--- config.mk ---
export PLATFORM = sky130hd
export DESIGN_NAME = pixel_pack_wr
export DESIGN_NICKNAME = d
export VERILOG_FILES = /design/src/rtl/pixel_pack_wr.sv
export SDC_FILE = /design/constraint.sdc
export NUM_CORES = 1
export LEC_CHECK = 0
export CORE_MARGIN = 2
export CORE_UTILIZATION = 30
export CTS_CLUSTER_SIZE = 20
export DETAILED_ROUTE_END_ITERATION = 8
export DONT_BUFFER_PORTS = 1
export GPL_TIMING_DRIVEN = 1
export PLACE_DENSITY = 0.55
export SLEW_MARGIN = 20
export SYNTH_ARGS = -nofsm -noshare
export SYNTH_HDL_FRONTEND = slang
export SYNTH_SLANG_ARGS = --single-unit
--- constraint.sdc ---
create_clock -name iCLK -period 7.3 [get_ports iCLK]
set_input_delay 1.46 -clock iCLK [delete_from_list [all_inputs] [get_ports iCLK]]
set_output_delay 1.46 -clock iCLK [all_outputs]
set_load 0.05 [all_outputs]
--- src/rtl/pixel_pack_wr.sv ---
// pixel_pack_wr -- binarizes a 12-bit grayscale pixel stream and packs the
// resulting bits, 16 per word, into sequential dmem writes for one frame.
//
// Parameters
//    THRESH         binarization threshold for 12-bit pixels
//    PIX_PER_FRAME  pixels captured per frame (multiple of 16)
//    BASE_ADDR      dmem word address of the first word written
//
// Ports
//    iCLK    in   1   clock, rising edge
//    iRST    in   1   asynchronous reset, active-high
//    iSTART  in   1   one-cycle request to arm capture of the next frame
//    iFVAL   in   1   frame valid
//    iDVAL   in   1   pixel valid; one pixel accepted per cycle when high
//    iDATA   in   12  grayscale pixel
//    oWREN   out  1   dmem write strobe, one cycle per word
//    oADDR   out  11  dmem word address (BASE_ADDR + word index, wraps)
//    oWDATA  out  16  packed word, first pixel of the group in bit 15
//    oBUSY   out  1   high while armed or capturing
//    oDONE   out  1   level, frame fully written
//    oSHORT  out  1   level, frame ended before PIX_PER_FRAME pixels
//
// Build option
//    PIXEL_PACK_INVERT_EN  when defined, a pixel bit is 1 for iDATA < THRESH
//                          (dark pixel is 1) instead of iDATA >= THRESH.

module pixel_pack_wr #(
   parameter logic [11:0] THRESH        = 12'h800,
   parameter int          PIX_PER_FRAME = 784,
   parameter logic [10:0] BASE_ADDR     = 11'd0
) (
   input  logic        iCLK,
   input  logic        iRST,
   input  logic        iSTART,
   input  logic        iFVAL,
   input  logic        iDVAL,
   input  logic [11:0] iDATA,
   output logic        oWREN,
   output logic [10:0] oADDR,
   output logic [15:0] oWDATA,
   output logic        oBUSY,
   output logic        oDONE,
   output logic        oSHORT
);

   localparam int PCW = $clog2(PIX_PER_FRAME + 1);

   typedef enum logic [2:0] {
      S_IDLE,
      S_ARMED,
      S_CAPTURE,
      S_FLUSH,
      S_DONE
   } state_t;

   state_t          state_q, state_d;
   logic            fval_q;
   logic [PCW-1:0]  pix_cnt_q, pix_cnt_d;
   logic [3:0]      bit_cnt_q, bit_cnt_d;
   logic [15:0]     shift_q, shift_d;
   logic [10:0]     word_cnt_q, word_cnt_d;
   logic            short_flag_q, short_flag_d;
   logic            wren_q, wren_d;
   logic [10:0]     addr_q, addr_d;
   logic [15:0]     wdata_q, wdata_d;
   logic            busy_q, busy_d;
   logic            done_q, done_d;
   logic            short_q, short_d;

   logic            pix_bit;
   logic            accept;
   logic            last_pix;
   logic            group_full;
   logic [15:0]     shift_in;
   logic [15:0]     flush_word;

`ifdef PIXEL_PACK_INVERT_EN
   assign pix_bit = (iDATA < THRESH);
`else
   assign pix_bit = (iDATA >= THRESH);
`endif

   assign accept     = (state_q == S_CAPTURE) && iDVAL;
   assign last_pix   = (pix_cnt_q == PCW'(PIX_PER_FRAME - 1));
   assign group_full = (bit_cnt_q == 4'd15);
   assign shift_in   = {shift_q[14:0], pix_bit};
   // Held bits sit in the low end of shift_q; move them up so the first
   // pixel of the partial group lands in bit 15, zeros fill the rest.
   assign flush_word = shift_q << (5'd16 - {1'b0, bit_cnt_q});

   always_comb begin
      state_d      = state_q;
      pix_cnt_d    = pix_cnt_q;
      bit_cnt_d    = bit_cnt_q;
      shift_d      = shift_q;
      word_cnt_d   = word_cnt_q;
      short_flag_d = short_flag_q;
      wren_d       = 1'b0;
      addr_d       = addr_q;
      wdata_d      = wdata_q;
      done_d       = done_q;
      short_d      = short_q;

      case (state_q)
         S_IDLE, S_DONE: begin
            if (iSTART) begin
               state_d      = S_ARMED;
               pix_cnt_d    = '0;
               bit_cnt_d    = 4'd0;
               shift_d      = 16'd0;
               word_cnt_d   = 11'd0;
               short_flag_d = 1'b0;
               done_d       = 1'b0;
               short_d      = 1'b0;
            end else if (state_q == S_DONE) begin
               // Status levels follow one cycle after entering DONE.
               done_d  = 1'b1;
               short_d = short_flag_q;
            end
         end

         S_ARMED: begin
            // Only a fresh rise counts, so a frame already running is skipped.
            if (iFVAL && !fval_q) begin
               state_d = S_CAPTURE;
            end
         end

         S_CAPTURE: begin
            if (accept) begin
               pix_cnt_d = pix_cnt_q + PCW'(1);
               if (group_full) begin
                  wren_d     = 1'b1;
                  wdata_d    = shift_in;
                  addr_d     = BASE_ADDR + word_cnt_q;
                  word_cnt_d = word_cnt_q + 11'd1;
                  bit_cnt_d  = 4'd0;
                  shift_d    = 16'd0;
               end else begin
                  shift_d   = shift_in;
                  bit_cnt_d = bit_cnt_q + 4'd1;
               end
            end
            // A pixel arriving with the iFVAL fall is taken above first;
            // if it was the last one the frame completes normally.
            if (accept && last_pix) begin
               state_d = S_DONE;
            end else if (!iFVAL) begin
               state_d = S_FLUSH;
            end
         end

         S_FLUSH: begin
            if (bit_cnt_q != 4'd0) begin
               wren_d     = 1'b1;
               wdata_d    = flush_word;
               addr_d     = BASE_ADDR + word_cnt_q;
               word_cnt_d = word_cnt_q + 11'd1;
               bit_cnt_d  = 4'd0;
               shift_d    = 16'd0;
            end
            short_flag_d = 1'b1;
            state_d      = S_DONE;
         end

         default: begin
            state_d = S_IDLE;
         end
      endcase

      busy_d = (state_d == S_ARMED) || (state_d == S_CAPTURE);
   end

   always_ff @(posedge iCLK or posedge iRST) begin
      if (iRST) begin
         state_q      <= S_IDLE;
         fval_q       <= 1'b0;
         pix_cnt_q    <= '0;
         bit_cnt_q    <= 4'd0;
         shift_q      <= 16'd0;
         word_cnt_q   <= 11'd0;
         short_flag_q <= 1'b0;
         wren_q       <= 1'b0;
         addr_q       <= BASE_ADDR;
         wdata_q      <= 16'd0;
         busy_q       <= 1'b0;
         done_q       <= 1'b0;
         short_q      <= 1'b0;
      end else begin
         state_q      <= state_d;
         fval_q       <= iFVAL;
         pix_cnt_q    <= pix_cnt_d;
         bit_cnt_q    <= bit_cnt_d;
         shift_q      <= shift_d;
         word_cnt_q   <= word_cnt_d;
         short_flag_q <= short_flag_d;
         wren_q       <= wren_d;
         addr_q       <= addr_d;
         wdata_q      <= wdata_d;
         busy_q       <= busy_d;
         done_q       <= done_d;
         short_q      <= short_d;
      end
   end

   assign oWREN  = wren_q;
   assign oADDR  = addr_q;
   assign oWDATA = wdata_q;
   assign oBUSY  = busy_q;
   assign oDONE  = done_q;
   assign oSHORT = short_q;

endmodule

Word-level counts from Yosys, hierarchy flattened
Index checks and enable logic that the tools add are counted.
- logic and storage cells: 91
- output and inout bits: 31
- bits in registers: 77
- magnitude comparators: 1
- reduce and logical (&&, ||, !) cells: 19
- multiplexer cells: 41
- eq/ne operators: 12
- shift-type cells: 1
- $add $sub $neg: 4
- operator list (cell ; count):
    $mux 16 ; 7
    $mux 11 ; 7
    $pmux 16 s3 ; 1
    $pmux 11 s3 ; 1
    $pmux 16 s2 ; 1
    $pmux 11 s2 ; 1
    $mux 10 ; 2
    $pmux 10 s2 ; 1
    $mux 4 ; 4
    $shl 16x5->16 ; 1
    $ge 12x12->1 const B ; 1
    $mux 3 ; 4
    $pmux 3 s4 ; 1
    $pmux 4 s3 ; 1
    $add 11x1->11 const B ; 1
    $add 10x1->10 const B ; 1
    $eq 10x10->1 const B ; 1
    $eq 3x2->1 const B ; 3
    $mux 1 ; 8
    $ne 2x2->1 const B ; 4
    $reduce_and 4->1 ; 2
    $reduce_bool 2->1 ; 4
    $eq 3x1->1 const B ; 2
    $reduce_and 5->1 ; 1
    14 further kinds ; 18

Depth between registers and ports, before layout
- word-level depth: 7
- depth in mapped cells: 11
- gate-level depth less buffers: 8

Worst setup path before layout
No wires, ideal clock.
- kind: input port to flip-flop
- start point: input iDVAL
- end point: register wdata_q[8], in the netlist oWDATA[8]
- data arrival time: 2623 ps
- buffers on the path: 2
- path slack: 4549 ps
- stages: 7
- cells stage by stage: nor2_1 > or3_1 > or2_1 > buf_2 > buf_4 > a221oi_1 > a21oi_1
- word-level cells in the longest chain between the ends: 3
- RTL lines (element ; line ; source):
    start: declaration ; 36 ; input logic iDVAL,
    $logic_and 1x1->1 ; 83 ; assign accept = (state_q == S_CAPTURE) && iDVAL;
    $ne 2x2->1 (no line) ; n/a ;
    $reduce_and 4->1 (no line) ; n/a ;
    end signal: assignment ; 199 ; wdata_q <= wdata_d;
    end: declaration ; 65 ; logic [15:0] wdata_q, wdata_d;
Every way passes these cells.
A chain may end at the register's enable or synchronous reset.

Final worst setup path
- start point: register bit_cnt_q[0]
- end point: register word_cnt_q[9]
- word-level cells in the longest chain between the ends: 3
- RTL lines (element ; line ; source):
    start: declaration ; 59 ; logic [3:0] bit_cnt_q, bit_cnt_d;
    start signal: assignment ; 193 ; bit_cnt_q <= bit_cnt_d;
    $eq 4x4->1 or $reduce_bool 4->1 (tied branches) ; 85, 154 ;
    $ne 2x2->1 (no line) ; n/a ;
    $reduce_and 5->1 (no line) (*) ; n/a ;
    end signal: assignment ; 195 ; word_cnt_q <= word_cnt_d;
    end: declaration ; 61 ; logic [10:0] word_cnt_q, word_cnt_d;
Every way passes the cells marked *; elsewhere a longest branch is shown, timed or not.

==> results.txt <==
----------------------------------------------------
[Setup path]
  Capturing element type of the critical path ... register
  Data arrival, critical path ... 4070 ps
  Depth of the most critical reg-to-reg path ... 9
  Element type at the critical path start ... register
  Worst path max stage delay ... 930 ps
  Cell with the most instances on the worst path ... a21oi_1
  Cells along the critical path ... clkinv_1 -> ha_1 -> nor4bb_1 -> or3_1 -> or2_1 -> buf_4 -> inv_2 -> a21oi_1 -> a21oi_1
  Highest net fanout along the worst path ... 33
  Critical path start-end classification ... register to register
  Cell with the biggest individual delay on the critical path ... dfrtp_1
  Buffers & Inverters on Critical Path ... 3
  Crit. path cell count ... 9
  Required time reported for the critical path endpoint ... 7560 ps
  Top delay family on crit path ... buffers and inverters

[Routing]
  First drt pass iteration count ... 5
  Average wire per standard cell ... 15.0 um
  Overall routed net length ... 9260 um
  Number of nets still failing antenna checks after routing ... 0
  Via density per instance ... 5.27
  Vias post-DR ... 3244
  DRC marker count from the first detailed-route iteration ... 392
  DRC violations left ... 0

[Placement]
  IO Port Bufs ... 0
  Detailed-placement wirelength estimate ... 6130 um
  Worst setup slack before clock tree synthesis ... 3470 ps
  Gp weighted congestion ... 0.846
  Instance area at placement ... 4270 um2

[Global route]
  Pin count of the biggest net entering global routing ... 78
  Met2 Usage GRT ... 20.3%
  Global-route wire length before repair ... 15500 um
  Grt peak-use layer ... met2
  Global Route met3 Usage ... 3.00%
  Met1 Track Usage GR ... 17.3%
  Overall routing resource usage ... 13.0%
  Overflow left after global routing ... 0
  Antenna violations before repair ... 0
  Number of global-route vias before repair ... 3019

[Logic synthesis]
  Library cell occupying the most area in the post-synthesis netlist ... dfrtp_1
  Synth async-reset ratio ... 100%
  Sequential element share of the synthesized area ... 46.3%
  Multiplexer area fraction after synthesis ... 9.18%
  Number of synthesized flops with an enable pin ... 0
  Combinational family with the most area after synthesis ... simple AND/OR/NAND/NOR gates
  Synthesized-area fraction occupied by ao, oa, aoi and oai cells ... 14.5%
  Synthesized netlist cell count ... 447
  Synth unique cells ... 52
  Synth Area in XOR/XNOR ... 2.92%
  Most area-consuming cells after synthesis ... dfrtp_1, nand2_1, mux4_2
  Most used flip-flop cell after synthesis ... dfrtp_1
  Total of flip-flops plus latches after synthesis ... 77
  Net count after synthesis ... 468
  Per-instance average area after synthesis ... 9.30 um2
  Yosys top cell area share ... 46.3%
  Simple logic cell fraction of the synthesized area ... 22.0%
  Synth Warn # ... 0
  Synthesized area ... 4160 um2
  Adder-cell share of the synthesized area ... 1.20%

[Timing]
  Max-slew violation count ... 0
  Least-Margin Pin Slew ... 955 ps
  Clock Skews ... 6.73 ps
  Final worst path period share ... 52.2%
  Unrepaired setup endpoints after global routing ... false
  Post-layout worst setup margin ... 3490 ps
  Achievable frequency ... 0.262 GHz
  Setup TNS ... 0 ps
  Shortest clock period the worst path allows after layout ... 3810 ps
  Final setup viols ... 0
  Hold Vio Cnt, Final ... 0
  Worst slew margin relative to its limit ... 36.3%

[Power and ir drop]
  Maximum VDD drop ... 0.140 mV
  Logic pwr share ... 26.6%
  Reg power frac ... 48.7%
  Areal power density over the cells ... 370 nW/um2
  Cell Int Power ... 909 uW
  Leakage power ... 0.00189 uW
  Share of total power in the clock network ... 24.7%
  Reported net switching power ... 776 uW
  Switching part of the total power ... 46.0%

[Floorplan]
  Core outline area ... 13700 um2
  Starting density of the core ... 30.3%
  Die outline height ... 122 um
  Die span in x ... 122 um
  Die Outline Area ... 14800 um2
  Total I/O pin count ... 48
  Row count ... 43

[Clocking]
  Hold_buf cts ... 0
  Clock buffer count from CTS ... 9
  Longest Clk Path Bufs ... 2
  Depth of the CTS H-tree ... 3
  Insertion delay of the later-clocked pin in the worst-skew pair ... 340 ps
  Post-CTS Resized ... 0
  CTS tree ... done
  Clock sink total ... 77
  CTS clk-pin slew, worst paths ... 60 ps
  Number of post-CTS setup repair buffers ... 0
  Root Buffer Master ... clkbuf_16

[Hold path]
  Instance count along the most critical hold path ... 2
  Min-Delay Path Class ... register to register

[Layout]
  Layout overhead on the synthesized area ... 9.33%
  Share of final-layout standard cells stronger than drive strength 1 ... 9.40%
  Final instance area ... 4550 um2
  Final antenna diode count ... 0
  Nets ... 452

[Status]
  Result of the run ... finished, final reports clean

[Flow run]
  Number of violations of the max-capacitance limit ... 0

----------------------------------------------------
[tightest hold or removal path: stages (launching register included)]
cell and delay (ps):
dfrtp_1 340, nand2_1 50, o21ai_0 60
[cell type report]
cell class,count,area (um2)
Fill cell,1397,9170
Multi-Input combinational cell,334,2070
Sequential cell,77,1930
Clock buffer,12,256
Tap cell,180,225
Inverter,7,27.5
Clock inverter,4,22.5
Timing Repair Buffer,2,15.0
[Yosys cell counts, types with 6 or more instances]
cell,n
nand2_1,105
dfrtp_1,77
o21ai_0,39
nor2_1,38
clkbuf_1,14
nand3_1,13
a21oi_1,12
buf_2,12
mux2i_1,10
mux4_2,10
a221oi_1,6
nand4_1,6
or3_1,6
xnor2_1,6
xor2_1,6
[metrics by stage]
stage	utilization (%)	std cells	total power, uW	hold slack (ps)
floorplan	-	447	1190	445
global placement	31.1	600	1270	477
detailed placement	31.1	600	1280	477
CTS	33.1	616	1700	490
global route	33.1	616	1800	543
finish	33.1	616	1680	489
[logic make-up after synthesis]
| family | after synthesis |
|---|---|
| compound gates | 90 |
| buf+inv | 36 |
| simple gates | 202 |
| mux | 25 |
| fa+ha+maj | 4 |
| xor+xnor | 13 |
| flops | 77 |
[power groups by stage]
stage               clock network (uW)  registers (uW)  logic [uW]
detailed placement                   0             831         450
floorplan                            0             781         410
global route                       449             839         508
finish                             417             820         447
global placement                     0             829         443
CTS                                426             823         451
[routing by layer]
layer	wire (um)	vias up	part of all wire, %
met5	0	-	0
met4	242	0	2.6
met3	473	22	5.1
met2	4320	91	47
met1	4230	1591	46
li1	-	1540	-
[placed cells by master (no fill, tap or decap), types with 9 or more instances in the layout]
| cell type | instances |
|---|---|
| mux4_2 | 10 |
| nand3_1 | 13 |
| o21ai_0 | 39 |
| clkbuf_16 | 9 |
| a21oi_1 | 12 |
| nor2_1 | 37 |
| nand2_1 | 105 |
| dfrtp_1 | 77 |
| mux2i_1 | 10 |
[sequential cells by signal (all words and copies together) (netlist names)]
name / count
bit_cnt_q: 4
fval_q: 1
oADDR: 11
oBUSY: 1
oDONE: 1
oSHORT: 1
oWDATA: 16
oWREN: 1
pix_cnt_q: 10
shift_q: 16
short_flag_q: 1
state_q: 3
word_cnt_q: 11
[worst paths after layout]
check | start | to | slack (ps)
max in group asynchronous | iRST | shift_q[5] | 5390
hold / removal | shift_q[15] | shift_q[15] | 490
setup / recovery | bit_cnt_q[0] | word_cnt_q[9] | 3490
hold reg to reg | shift_q[15] | shift_q[15] | 490
setup reg to reg | bit_cnt_q[0] | word_cnt_q[9] | 3490
min in group asynchronous | iRST | oADDR[6] | 1310
(Power assumes the default switching activity.)
